==> src/rtl/i2c_target_rtl_pkg.sv <==
// Shared types and constants for the I2C target front end.
// Latency: n/a (declarations only).
// Backpressure: n/a (declarations only).
package i2c_rtl_pkg;

    localparam int I2C_ADDR_WIDTH = 7;
    localparam int I2C_DATA_WIDTH = 8;

    typedef enum logic [3:0] {
        ST_IDLE,
        ST_ADDR,
        ST_ADDR_ACK,
        ST_WR_BYTE,
        ST_WR_ACK,
        ST_RD_LOAD,
        ST_RD_BYTE,
        ST_RD_ACK_CHK,
        ST_IGNORE
    } i2c_state_e;

    // Value of the R/W bit that follows the address.
    typedef enum logic {
        I2C_OP_WRITE = 1'b0,
        I2C_OP_READ  = 1'b1
    } i2c_op_t;

endpackage

==> src/rtl/i2c_target_rtl_if.sv <==
// Bus-pin and byte-stream bundle between the I2C target and its surroundings.
// Latency: n/a (wires only).
// Backpressure: rd_valid_i/rd_ready_o handshake; write stream has no backpressure.
// Ports: scl/sda wired-AND levels in, pull-down requests out; wr_* write byte
// strobe out; rd_* read byte handshake; start/stop strobes, rw and busy status.
interface i2c_target_rtl_if
    import i2c_rtl_pkg::*;
#(
    parameter int DATA_WIDTH = I2C_DATA_WIDTH
) ();
    logic                  scl_i;
    logic                  sda_i;
    logic                  scl_o;
    logic                  sda_o;
    logic [DATA_WIDTH-1:0] wr_data_o;
    logic                  wr_valid_o;
    logic [DATA_WIDTH-1:0] rd_data_i;
    logic                  rd_valid_i;
    logic                  rd_ready_o;
    logic                  start_o;
    logic                  stop_o;
    logic                  rw_o;
    logic                  busy_o;

    // Target side.
    modport slave (
        input  scl_i, sda_i, rd_data_i, rd_valid_i,
        output scl_o, sda_o, wr_data_o, wr_valid_o, rd_ready_o,
               start_o, stop_o, rw_o, busy_o
    );

    // Bus master / local logic side.
    modport master (
        output scl_i, sda_i, rd_data_i, rd_valid_i,
        input  scl_o, sda_o, wr_data_o, wr_valid_o, rd_ready_o,
               start_o, stop_o, rw_o, busy_o
    );
endinterface

==> src/rtl/i2c_target_rtl_line_filter.sv <==
// Synchronises one open-drain line, rejects glitches, emits edge strobes.
// Latency: 2 + FILTER_LEN cycles from pin change to level_o/edge strobe.
// Backpressure: none; free-running.
// Ports: clk_i/rst_i; line_i raw pin; level_o filtered level; rise_o/fall_o
// one-cycle strobes coincident with the new level.
module i2c_line_filter #(
    parameter int FILTER_LEN = 3
) (
    input  logic clk_i,
    input  logic rst_i,
    input  logic line_i,
    output logic level_o,
    output logic rise_o,
    output logic fall_o
);
    localparam int CW = $clog2(FILTER_LEN + 1);

    logic          sync1_q, sync2_q, level_q, rise_q, fall_q;
    logic [CW-1:0] cnt_q;

    always_ff @(posedge clk_i or posedge rst_i) begin
        if (rst_i) begin
            sync1_q <= 1'b1;
            sync2_q <= 1'b1;
            level_q <= 1'b1;
            rise_q  <= 1'b0;
            fall_q  <= 1'b0;
            cnt_q   <= '0;
        end else begin
            sync1_q <= line_i;
            sync2_q <= sync1_q;
            rise_q  <= 1'b0;
            fall_q  <= 1'b0;
            // Count consecutive samples that disagree with the accepted level;
            // any agreeing sample restarts the count, killing short glitches.
            if (sync2_q == level_q) begin
                cnt_q <= '0;
            end else if (cnt_q == CW'(FILTER_LEN - 1)) begin
                level_q <= sync2_q;
                rise_q  <= sync2_q;
                fall_q  <= ~sync2_q;
                cnt_q   <= '0;
            end else begin
                cnt_q <= cnt_q + CW'(1);
            end
        end
    end

    assign level_o = level_q;
    assign rise_o  = rise_q;
    assign fall_o  = fall_q;
endmodule

==> src/rtl/i2c_target_rtl.sv <==
// I2C target: START/STOP decode, 7-bit address match, byte write/read streams.
// Latency: 2+FILTER_LEN cycles pin-to-decision; sda_o moves SDA_HOLD cycles after filtered SCL fall.
// Backpressure: read side stretches SCL while rd_valid_i is low; write side has none.
// Ports: clk_i/rst_i (async, active-high); bus = slave modport of i2c_target_rtl_if.
module i2c_target_rtl
    import i2c_rtl_pkg::*;
#(
    parameter int                    ADDR_WIDTH  = I2C_ADDR_WIDTH,
    parameter int                    DATA_WIDTH  = I2C_DATA_WIDTH,
    parameter logic [ADDR_WIDTH-1:0] TARGET_ADDR = 7'h22,
    parameter int                    FILTER_LEN  = 3,
    parameter int                    SDA_HOLD    = 4
) (
    input  logic            clk_i,
    input  logic            rst_i,
    i2c_target_rtl_if.slave bus
);
    localparam int HCW = $clog2(SDA_HOLD + 1);
    // Loaded on the fall-strobe cycle so the new sda_o appears exactly SDA_HOLD later.
    localparam logic [HCW-1:0] HOLD_LOAD = HCW'(SDA_HOLD - 1);

    logic scl_lvl, scl_rise, scl_fall, sda_lvl, sda_rise, sda_fall;

    i2c_line_filter #(.FILTER_LEN(FILTER_LEN)) u_scl_filt (
        .clk_i(clk_i), .rst_i(rst_i), .line_i(bus.scl_i),
        .level_o(scl_lvl), .rise_o(scl_rise), .fall_o(scl_fall)
    );
    i2c_line_filter #(.FILTER_LEN(FILTER_LEN)) u_sda_filt (
        .clk_i(clk_i), .rst_i(rst_i), .line_i(bus.sda_i),
        .level_o(sda_lvl), .rise_o(sda_rise), .fall_o(sda_fall)
    );

    i2c_state_e            state_q, state_d;
    logic [2:0]            bit_cnt_q, bit_cnt_d;
    logic [DATA_WIDTH-1:0] shift_q, shift_d, wr_data_q, wr_data_d;
    logic [HCW-1:0]        hold_q, hold_d;
    logic                  sda_q, sda_d, scl_q, scl_d, pend_q, pend_d;
    logic                  rel_q, rel_d, phase_q, phase_d, busy_q, busy_d;
    logic                  wr_vld_q, wr_vld_d, rd_rdy_q, rd_rdy_d;
    logic                  start_q, start_d, stop_q, stop_d;
    i2c_op_t               rw_q, rw_d;
    logic [DATA_WIDTH-1:0] sampled;
    logic                  start_det, stop_det;

    assign start_det = sda_fall & scl_lvl;
    assign stop_det  = sda_rise & scl_lvl;
    assign sampled   = {shift_q[DATA_WIDTH-2:0], sda_lvl};

    always_comb begin
        state_d   = state_q;
        bit_cnt_d = bit_cnt_q;
        shift_d   = shift_q;
        wr_data_d = wr_data_q;
        hold_d    = hold_q;
        sda_d     = sda_q;
        scl_d     = scl_q;
        pend_d    = pend_q;
        rel_d     = rel_q;
        phase_d   = phase_q;
        busy_d    = busy_q;
        rw_d      = rw_q;
        wr_vld_d  = 1'b0;
        rd_rdy_d  = 1'b0;
        start_d   = 1'b0;
        stop_d    = 1'b0;

        // SDA hold timer; once it has expired, a pending stretch release frees
        // SCL one cycle after the first read bit is already on the line.
        if (hold_q != '0) begin
            hold_d = hold_q - HCW'(1);
            if (hold_q == HCW'(1)) sda_d = pend_q;
        end else if (rel_q) begin
            scl_d = 1'b1;
            rel_d = 1'b0;
        end

        case (state_q)
            ST_ADDR: if (scl_rise) begin
                shift_d   = sampled;
                bit_cnt_d = bit_cnt_q + 3'd1;
                if (bit_cnt_q == 3'd7) begin
                    phase_d = 1'b0;
                    if (sampled[DATA_WIDTH-1 -: ADDR_WIDTH] == TARGET_ADDR) begin
                        state_d = ST_ADDR_ACK;
                        rw_d    = i2c_op_t'(sampled[0]);
                    end else begin
                        state_d = ST_IGNORE;
                    end
                end
            end
            // First fall (end of last data bit) pulls SDA for ACK; second fall
            // (end of ACK bit) releases it and moves on.
            ST_ADDR_ACK, ST_WR_ACK: if (scl_fall) begin
                hold_d = HOLD_LOAD;
                if (!phase_q) begin
                    pend_d  = 1'b0;
                    phase_d = 1'b1;
                end else begin
                    pend_d    = 1'b1;
                    phase_d   = 1'b0;
                    bit_cnt_d = 3'd0;
                    state_d   = (state_q == ST_ADDR_ACK && rw_q == I2C_OP_READ)
                                ? ST_RD_LOAD : ST_WR_BYTE;
                end
            end
            ST_WR_BYTE: if (scl_rise) begin
                shift_d   = sampled;
                bit_cnt_d = bit_cnt_q + 3'd1;
                if (bit_cnt_q == 3'd7) begin
                    wr_data_d = sampled;
                    wr_vld_d  = 1'b1;
                    phase_d   = 1'b0;
                    state_d   = ST_WR_ACK;
                end
            end
            ST_RD_LOAD: begin
                if (bus.rd_valid_i) begin
                    rd_rdy_d  = 1'b1;
                    shift_d   = bus.rd_data_i;
                    pend_d    = bus.rd_data_i[DATA_WIDTH-1];
                    bit_cnt_d = 3'd0;
                    phase_d   = 1'b0;
                    state_d   = ST_RD_BYTE;
                    // Only a stretched load restarts the hold timer; otherwise
                    // the timer started at the SCL fall is still running.
                    if (!scl_q) begin
                        hold_d = HOLD_LOAD;
                        rel_d  = 1'b1;
                    end
                end else begin
                    scl_d = 1'b0;
                end
            end
            ST_RD_BYTE: begin
                if (scl_rise) begin
                    bit_cnt_d = bit_cnt_q + 3'd1;
                    if (bit_cnt_q == 3'd7) phase_d = 1'b1;
                end
                if (scl_fall) begin
                    hold_d = HOLD_LOAD;
                    if (phase_q) begin
                        pend_d  = 1'b1;
                        phase_d = 1'b0;
                        state_d = ST_RD_ACK_CHK;
                    end else begin
                        pend_d  = shift_q[DATA_WIDTH-2];
                        shift_d = {shift_q[DATA_WIDTH-2:0], 1'b0};
                    end
                end
            end
            ST_RD_ACK_CHK: begin
                if (scl_rise) begin
                    if (sda_lvl) state_d = ST_IGNORE;
                    else         phase_d = 1'b1;
                end
                if (scl_fall && phase_q) begin
                    hold_d  = HOLD_LOAD;
                    pend_d  = 1'b1;
                    phase_d = 1'b0;
                    state_d = ST_RD_LOAD;
                end
            end
            default: ;
        endcase

        // Bus conditions win over any edge handled above in the same cycle.
        if (stop_det || start_det) begin
            sda_d     = 1'b1;
            scl_d     = 1'b1;
            hold_d    = '0;
            rel_d     = 1'b0;
            phase_d   = 1'b0;
            bit_cnt_d = 3'd0;
            wr_vld_d  = 1'b0;
            rd_rdy_d  = 1'b0;
            busy_d    = start_det;
            start_d   = start_det;
            stop_d    = ~start_det;
            state_d   = start_det ? ST_ADDR : ST_IDLE;
        end
    end

    always_ff @(posedge clk_i or posedge rst_i) begin
        if (rst_i) begin
            state_q   <= ST_IDLE;
            bit_cnt_q <= 3'd0;
            shift_q   <= '0;
            wr_data_q <= '0;
            hold_q    <= '0;
            sda_q     <= 1'b1;
            scl_q     <= 1'b1;
            pend_q    <= 1'b1;
            rel_q     <= 1'b0;
            phase_q   <= 1'b0;
            busy_q    <= 1'b0;
            rw_q      <= I2C_OP_WRITE;
            wr_vld_q  <= 1'b0;
            rd_rdy_q  <= 1'b0;
            start_q   <= 1'b0;
            stop_q    <= 1'b0;
        end else begin
            state_q   <= state_d;
            bit_cnt_q <= bit_cnt_d;
            shift_q   <= shift_d;
            wr_data_q <= wr_data_d;
            hold_q    <= hold_d;
            sda_q     <= sda_d;
            scl_q     <= scl_d;
            pend_q    <= pend_d;
            rel_q     <= rel_d;
            phase_q   <= phase_d;
            busy_q    <= busy_d;
            rw_q      <= rw_d;
            wr_vld_q  <= wr_vld_d;
            rd_rdy_q  <= rd_rdy_d;
            start_q   <= start_d;
            stop_q    <= stop_d;
        end
    end

    assign bus.scl_o      = scl_q;
    assign bus.sda_o      = sda_q;
    assign bus.wr_data_o  = wr_data_q;
    assign bus.wr_valid_o = wr_vld_q;
    assign bus.rd_ready_o = rd_rdy_q;
    assign bus.start_o    = start_q;
    assign bus.stop_o     = stop_q;
    assign bus.rw_o       = (rw_q == I2C_OP_READ);
    assign bus.busy_o     = busy_q;
endmodule

==> src/flat_wrapper.sv <==
// flat-port wrapper written by rule: the top's interface ports become plain ports
module i2c_target_rtl_flat import i2c_rtl_pkg::*;
#(
    parameter int                    ADDR_WIDTH  = I2C_ADDR_WIDTH,
    parameter int                    DATA_WIDTH  = I2C_DATA_WIDTH,
    parameter logic [ADDR_WIDTH-1:0] TARGET_ADDR = 7'h22,
    parameter int                    FILTER_LEN  = 3,
    parameter int                    SDA_HOLD    = 4
)
  (clk_i, rst_i, bus_scl_i, bus_sda_i, bus_rd_data_i, bus_rd_valid_i, bus_scl_o, bus_sda_o, bus_wr_data_o, bus_wr_valid_o, bus_rd_ready_o, bus_start_o, bus_stop_o, bus_rw_o, bus_busy_o);
  i2c_target_rtl_if #(.DATA_WIDTH(DATA_WIDTH)) bus_i ();
  input  logic clk_i;
  input  logic rst_i;
  input wire logic [$bits(bus_i.scl_i)-1:0] bus_scl_i;
  input wire logic [$bits(bus_i.sda_i)-1:0] bus_sda_i;
  input wire logic [$bits(bus_i.rd_data_i)-1:0] bus_rd_data_i;
  input wire logic [$bits(bus_i.rd_valid_i)-1:0] bus_rd_valid_i;
  output wire logic [$bits(bus_i.scl_o)-1:0] bus_scl_o;
  output wire logic [$bits(bus_i.sda_o)-1:0] bus_sda_o;
  output wire logic [$bits(bus_i.wr_data_o)-1:0] bus_wr_data_o;
  output wire logic [$bits(bus_i.wr_valid_o)-1:0] bus_wr_valid_o;
  output wire logic [$bits(bus_i.rd_ready_o)-1:0] bus_rd_ready_o;
  output wire logic [$bits(bus_i.start_o)-1:0] bus_start_o;
  output wire logic [$bits(bus_i.stop_o)-1:0] bus_stop_o;
  output wire logic [$bits(bus_i.rw_o)-1:0] bus_rw_o;
  output wire logic [$bits(bus_i.busy_o)-1:0] bus_busy_o;
  assign bus_i.scl_i = bus_scl_i;
  assign bus_i.sda_i = bus_sda_i;
  assign bus_i.rd_data_i = bus_rd_data_i;
  assign bus_i.rd_valid_i = bus_rd_valid_i;
  assign bus_scl_o = bus_i.scl_o;
  assign bus_sda_o = bus_i.sda_o;
  assign bus_wr_data_o = bus_i.wr_data_o;
  assign bus_wr_valid_o = bus_i.wr_valid_o;
  assign bus_rd_ready_o = bus_i.rd_ready_o;
  assign bus_start_o = bus_i.start_o;
  assign bus_stop_o = bus_i.stop_o;
  assign bus_rw_o = bus_i.rw_o;
  assign bus_busy_o = bus_i.busy_o;
  i2c_target_rtl #(.ADDR_WIDTH(ADDR_WIDTH), .DATA_WIDTH(DATA_WIDTH), .TARGET_ADDR(TARGET_ADDR), .FILTER_LEN(FILTER_LEN), .SDA_HOLD(SDA_HOLD)) u_core (.clk_i(clk_i), .rst_i(rst_i), .bus(bus_i));
endmodule
==> config.mk <==
export PLATFORM = sky130hd
export DESIGN_NAME = i2c_target_rtl_flat
export DESIGN_NICKNAME = d
export VERILOG_FILES = /design/src/rtl/i2c_target_rtl_pkg.sv /design/src/rtl/i2c_target_rtl_if.sv /design/src/rtl/i2c_target_rtl_line_filter.sv /design/src/rtl/i2c_target_rtl.sv /design/src/flat_wrapper.sv
export SDC_FILE = /design/constraint.sdc
export NUM_CORES = 1
export LEC_CHECK = 0
export CAP_MARGIN = 20
export CORE_MARGIN = 5
export CORE_UTILIZATION = 40
export CTS_CLUSTER_DIAMETER = 150
export DETAILED_ROUTE_END_ITERATION = 7
export SLEW_MARGIN = 20
export SYNTH_ARGS = -nofsm -noshare
export SYNTH_HDL_FRONTEND = slang
export SYNTH_HIERARCHICAL = 1
export SYNTH_SLANG_ARGS = --single-unit
export TNS_END_PERCENT = 30
==> constraint.sdc <==
create_clock -name clk_i -period 2.2 [get_ports clk_i]
set_input_delay 0.44 -clock clk_i [delete_from_list [all_inputs] [get_ports clk_i]]
set_output_delay 0.44 -clock clk_i [all_outputs]
set_load 0.03 [all_outputs]
==> results of run 1 <==
critical path: cells and delay by family, from the launching register on:
family | cells | cell delay [ns]
mux | 1 | 0.33
flops | 1 | 0.38
simple gates | 3 | 0.59
fa+ha+maj | 2 | 0.37
buf+inv | 1 | 0.19
final cells by class:
| cell class | count | share of cell area |
|---|---|---|
| Timing Repair Buffer | 41 | 0.125 |
| Sequential cell | 50 | 0.417 |
| Clock inverter | 2 | 0.00455 |
| Clock buffer | 6 | 0.0240 |
| Tap cell | 77 | 0.0318 |
| Inverter | 10 | 0.0124 |
| Multi-Input combinational cell | 167 | 0.386 |
logic make-up after synthesis:
| group | after synthesis | synth area share |
|---|---|---|
| adders and majority gates | 5 | 0.0247 |
| muxes | 19 | 0.0840 |
| DFF | 50 | 0.498 |
| xor gates and xnor gates | 4 | 0.0138 |
| buffers and inverters | 24 | 0.0435 |
| and+or+nand+nor | 81 | 0.183 |
| AOI/OAI and AO/OA | 58 | 0.153 |
sequential cells by signal, summed over array words and instances, names as in the netlist, 2 cells and up:
register / cells
u_core/bit_cnt_q: 3
u_core/u_sda_filt/cnt_q: 2
u_core/state_q: 4
u_core/bus.wr_data_o: 8
u_core/shift_q: 7
u_core/hold_q: 3
u_core/u_scl_filt/cnt_q: 2
cell usage after synthesis, types with 2 or more instances:
master	count
a211oi_1	3
a21o_1	4
a21oi_1	9
a22oi_1	3
a31oi_1	2
a32o_1	2
and2_1	3
buf_2	7
clkbuf_1	4
dfrtp_1	41
dfstp_2	9
ha_1	5
inv_1	10
mux2_2	10
mux2_4	2
mux2i_1	7
nand2_1	20
nand2b_1	4
nand2b_4	2
nand3_1	6
nand3b_1	2
nor2_1	18
nor3_1	6
nor3b_1	6
nor4_1	3
o2111ai_1	2
o21ai_0	17
o21bai_1	2
o22ai_1	2
xnor2_1	4
how the worst max path moves through the flow:
| stage | from | cells after the start | end | slack [ns] |
|---|---|---|---|---|
| after floorplan | u_core/bit_cnt_q[0] | 6 | u_core/bus.wr_data_o[0] | 0.46 |
| after global placement | bus_rd_valid_i | 5 | u_core/state_q[0] | 0.26 |
| after detailed placement | bus_rd_valid_i | 5 | u_core/state_q[0] | 0.26 |
| after CTS | u_core/bus.scl_o | 1 | bus_scl_o | 0.22 |
| after global routing | u_core/bit_cnt_q[0] | 7 | u_core/bus.wr_data_o[7] | 0.12 |
| final | u_core/bit_cnt_q[0] | 7 | u_core/bus.wr_data_o[5] | 0.23 |
layer usage:
metal / share of wire / vias to the layer above / global-route usage
met5: 0 / - / 0
met4: 0.013 / 0 / 0.0501
met3: 0.052 / 6 / 0.0310
met2: 0.46 / 44 / 0.215
met1: 0.48 / 922 / 0.215
li1: - / 939 / -
power breakdown:
group | leakage [nW] | internal [mW] | switching, mW
registers | 0.639 | 1.19 | 0.335
clock network | 0.0452 | 0.225 | 0.289
logic | 0.592 | 0.641 | 0.733
==> results.py, run 1 <==
metrics = {
    "outcome": {
        "status": "finished clean",
    },
    "final_layout": {
        "nFillCells": 600,
        "diodes": 0,
        "stdcell_count": 353,
        "regArea_um2": 1260,
        "final_cell_mix": "dfrtp_1, clkdlybuf4s50_1, nand2_1",
        "nNetsFinal": 293,
        "mostFrequentLayoutCell": "dfrtp_1",
        "final_area_um2": 3030,
        "syn_to_final_growth_pct": 19.5,
        "post-route-util": 0.485,
        "multi_input_area_um2": 1170,
        "drive_above_1_share": 0.170,
    },
    "sta": {
        "maxSlewViolCount": 0,
        "finClkSkew_ns": 0.00402,
        "holdWs_ns": 0.360,
        "max_freq_ghz": 0.509,
        "fin_tns_setup_ns": 0,
        "timing.final.ws_setup_ns": 0.234,
        "final-hold-violation-count": 0,
        "min_period_over_period": 0.894,
        "tightest_slew_ns": 0.494,
        "setup_viol_count_final": 0,
        "relSlewSlack": 0.669,
        "min_period_ns": 1.97,
        "rsz0062_at_grt": "no",
    },
    "worst_setup_path": {
        "crit_arrival_ns": 2.15,
        "r2r_end": "u_core/bus.wr_data_o[5]",
        "cp_slowest_cell": "dfrtp_1",
        "slowest_delay_ns": 0.38,
        "r2r_cells": 7,
        "ff2ff_setup_slack_ns": 0.23,
        "path_max_fanout": 6,
        "endpoint_kind": "register",
        "reg2reg_from": "u_core/bit_cnt_q[0]",
        "path_cells": "ha_1, ha_1, nand2_1, nor3_1, nor3b_4, buf_4, mux2_2",
        "cp-start-kind": "register",
        "required_ns": 2.39,
        "path_class": "register to register",
        "path_common_cell": "ha_1",
    },
    "global_routing": {
        "grt_max_degree": 37,
        "antenna_found_initial": 0,
        "grt_pass1_wl_mm": 9.11,
        "gr-usage-all-layers": 0.146,
        "overflow": 0,
        "grt_pass1_vias": 1914,
    },
    "floorplan": {
        "ios": 29,
        "die-area_um2": 8030,
        "core-area_um2": 6240,
        "initial_core_util": 0.406,
        "rows": 29,
        "fp.dieW_um": 89.6,
        "die_h_um": 89.6,
    },
    "pwr": {
        "peakVddDrop_mv": 0.535,
        "power.density_nw_per_um2": 1130,
        "power_leakage_nw": 1.28,
        "power_mw": 3.41,
    },
    "job": {
        "maxCapViolations": 0,
    },
    "clock_tree": {
        "cts.hold.buffers_added": 0,
        "clkLatencyLatePin_ns": 0.29,
        "clk_pin_slew_ns": 0.09,
        "cts_resized": 0,
        "cts_max_level": 2,
        "cts_buffer_depth": 2,
        "clock-root-buffer": "clkbuf_8",
        "cts_setup_buffers": 0,
        "cts_sinks": 50,
        "cts_tree": "built",
        "cts_buffers": 5,
    },
    "hold_path": {
        "holdPathStages": 0,
        "hp-start": "u_core/u_sda_filt/sync1_q",
        "holdPathEnd": "u_core/u_sda_filt/sync2_q",
        "min_path_type": "register to register",
    },
    "synth": {
        "synth.distinct_cells": 56,
        "synth_ff_type": "dfrtp_1",
        "yosys-top-cells-area": "dfrtp_1, dfstp_2, mux2_2",
        "syn-mean-instance-area_um2": 10.5,
        "ys_seq_area_frac": 0.498,
        "yosysWarnings": 6,
        "synth_top_area_cell": "dfrtp_1",
        "synth_top_cell_area_share": 0.405,
        "syn_inst": 241,
        "syn-num-nets": 259,
        "yosys_register_bits": 50,
        "netlist_area_um2": 2530,
        "async_reset_ff_frac": 1.00,
        "synth_edf_count": 0,
    },
    "drt": {
        "vias": 1911,
        "detail-route-antenna-nets": 0,
        "via_per_inst": 5.41,
        "first_pass_iters": 4,
        "routedWlPerCell_um": 14.8,
        "drt-total-wl_mm": 5.23,
        "drt_iter0_markers": 95,
        "route.detailed.drc": 0,
    },
    "placement": {
        "port_buffers": 28,
        "dpl_worst_slack_ns": 0.255,
        "hpwl_mm": 3.84,
        "placed_cell_area_um2": 2940,
        "place_congestion": 0.865,
        "post-place-cells": 345,
    },
}
Note: power is estimated with default switching activity, not from simulation.
==> run 2, diff against run 1 <==
==> constraint.sdc (replaced) <==
create_clock -name clk_i -period 1.6 [get_ports clk_i]
set_input_delay 0.32 -clock clk_i [delete_from_list [all_inputs] [get_ports clk_i]]
set_output_delay 0.32 -clock clk_i [all_outputs]
set_load 0.03 [all_outputs]
==> results.py, run 2 (synthesis results as in run 1) <==
metrics = {
    "worst_setup_path": {
        "crit_arrival_ns": 1.93,
        "cp_slowest_cell": "dfrtp_1",
        "crit_buf_inv": 1,
        "cp_top_family": "simple AND/OR/NAND/NOR gates",
        "path_max_fanout": 4,
        "endpoint_kind": "register",
        "ff2ff_setup_slack_ns": -0.14,
        "slowest_delay_ns": 0.37,
        "cp.depth": 7,
        "path_class": "register to register",
        "required_ns": 1.80,
        "cp-start-kind": "register",
        "r2r_cells": 7,
        "path_cells": "ha_2, ha_4, nand2_4, nor3_4, nor3b_4, buf_6, mux2_2",
        "crit_path_end": "u_core/bus.wr_data_o[0]",
        "r2r_end": "u_core/bus.wr_data_o[0]",
        "startpoint": "u_core/bit_cnt_q[1]",
        "reg2reg_from": "u_core/bit_cnt_q[1]",
    },
    "clock_tree": {
        "cts_tree": "built",
        "cts_buffers": 5,
        "cts_buffer_depth": 2,
        "cts.hold.buffers_added": 0,
        "clkLatencyLatePin_ns": 0.30,
        "clk_pin_slew_ns": 0.09,
        "cts_max_level": 2,
        "cts_sinks": 50,
        "clock-root-buffer": "clkbuf_8",
    },
    "sta": {
        "relSlewSlack": 0.678,
        "tightest_slew_ns": 0.478,
        "rsz0062_at_grt": "yes",
        "final-hold-violation-count": 0,
        "setup_viol_count_final": 18,
        "max_freq_ghz": 0.576,
        "min_period_over_period": 1.08,
        "holdWs_ns": 0.283,
        "min_period_ns": 1.74,
        "finClkSkew_ns": 0.00818,
        "timing.final.ws_setup_ns": -0.135,
        "fin_tns_setup_ns": -1.49,
        "maxSlewViolCount": 0,
    },
    "placement": {
        "port_buffers": 28,
        "hpwl_mm": 4.32,
        "placed_cell_area_um2": 3190,
        "post-place-cells": 376,
        "dpl_worst_slack_ns": -0.251,
        "place_congestion": 0.913,
    },
    "pwr": {
        "power.density_nw_per_um2": 1610,
        "p_seq_frac": 0.345,
        "internal_power_mw": 3.41,
        "combPwrFrac": 0.496,
        "peakVddDrop_mv": 0.778,
        "power_leakage_nw": 1.56,
        "switchingPower_mw": 2.15,
        "switching_share": 0.386,
        "p_clk_frac": 0.159,
        "power_mw": 5.57,
    },
    "job": {
        "maxCapViolations": 0,
    },
    "final_layout": {
        "stdcell_count": 388,
        "final_area_um2": 3460,
        "nNetsFinal": 328,
        "final_cell_mix": "dfrtp_1, buf_4, nand2_1",
        "post-route-util": 0.555,
        "largest_reg_flops": 8,
        "syn_to_final_growth_pct": 36.6,
        "diodes": 0,
        "drive_above_1_share": 0.315,
    },
    "global_routing": {
        "grt_pass1_wl_mm": 9.85,
        "antenna_found_initial": 0,
        "overflow": 0,
        "grt_pass1_vias": 2025,
        "gr-usage-all-layers": 0.159,
        "grt_max_degree": 37,
    },
    "drt": {
        "via_per_inst": 5.34,
        "first_pass_iters": 4,
        "drt_iter0_markers": 128,
        "drt-total-wl_mm": 5.96,
        "detail-route-antenna-nets": 0,
        "routedWlPerCell_um": 15.4,
        "vias": 2071,
        "route.detailed.drc": 0,
    },
    "floorplan": {
        "rows": 29,
        "die-area_um2": 8030,
        "core-area_um2": 6240,
        "die_h_um": 89.6,
        "ios": 29,
        "fp.dieW_um": 89.6,
        "initial_core_util": 0.406,
    },
    "outcome": {
        "violations": "negative setup slack",
        "status": "finished with violations",
    },
    "hold_path": {
        "min_path_type": "input port to async pin",
    },
}
## run 2: changes by cell type in the layout (fill, tap and decap cells not counted), sizes merged
| cell | before | now |
|---|---|---|
| inv | 10 | 9 |
| clkinvlp | 0 | 2 |
| clkdlybuf4s15 | 0 | 1 |
| clkdlybuf4s50 | 28 | 12 |
| clkinv | 2 | 0 |
| bufinv | 0 | 1 |
| dlygate4sd2 | 0 | 15 |
| buf | 13 | 48 |
## run 2: per-layer routing
layer,vias up,global-route usage,part of all wire
li1,1006,-,-
met1,1017,0.220,0.47
met2,40,0.254,0.48
met3,8,0.0310,0.039
met4,0,0.0447,0.011
met5,-,0,0
## run 2: power groups by stage
stage	combinational [mW]	sequential, mW	clock [mW]
after floorplan	1.53	1.95	0
after global placement	2.45	1.93	0
after detailed placement	2.48	1.94	0
after CTS	2.49	1.92	0.903
after global routing	2.98	1.97	0.968
final	2.76	1.92	0.883
## run 2: worst min path at each step
stage	startpoint	end	slack (ns)	cells after the start
after CTS	rst_i	u_core/u_sda_filt/cnt_q[1]	0.29	2
after global routing	rst_i	u_core/u_sda_filt/rise_o	0.32	2
after floorplan	rst_i	u_core/u_scl_filt/cnt_q[0]	0.12	1
after global placement	u_core/u_scl_filt/sync1_q	u_core/u_scl_filt/sync2_q	0.35	0
after detailed placement	u_core/u_scl_filt/sync1_q	u_core/u_scl_filt/sync2_q	0.35	0
final	rst_i	u_core/u_sda_filt/cnt_q[0]	0.28	2
## run 2: worst reg2reg max path, stage by stage, from the launching register on
cell	delay, ns
dfrtp_1	0.37
ha_2	0.20
ha_4	0.16
nand2_4	0.05
nor3_4	0.12
nor3b_4	0.25
buf_6	0.15
mux2_2	0.33
## run 2: final cells by class
| cell class | count | area, um2 |
|---|---|---|
| flip-flops and latches | 50 | 1260 |
| well taps | 77 | 96.3 |
| multi-input cells | 167 | 1290 |
| inverters | 10 | 41.3 |
| fillers | 561 | 2780 |
| repair buffers | 76 | 661 |
| clock inverters | 2 | 37.5 |
| clock buffers | 6 | 72.6 |
## run 2: timing repair
item	CTS	global route
endpoints found under the hold margin	0	0
setup endpoints to repair	37	29
setup buffers	0	4
gates resized for setup	27	26
pin swaps	2	8
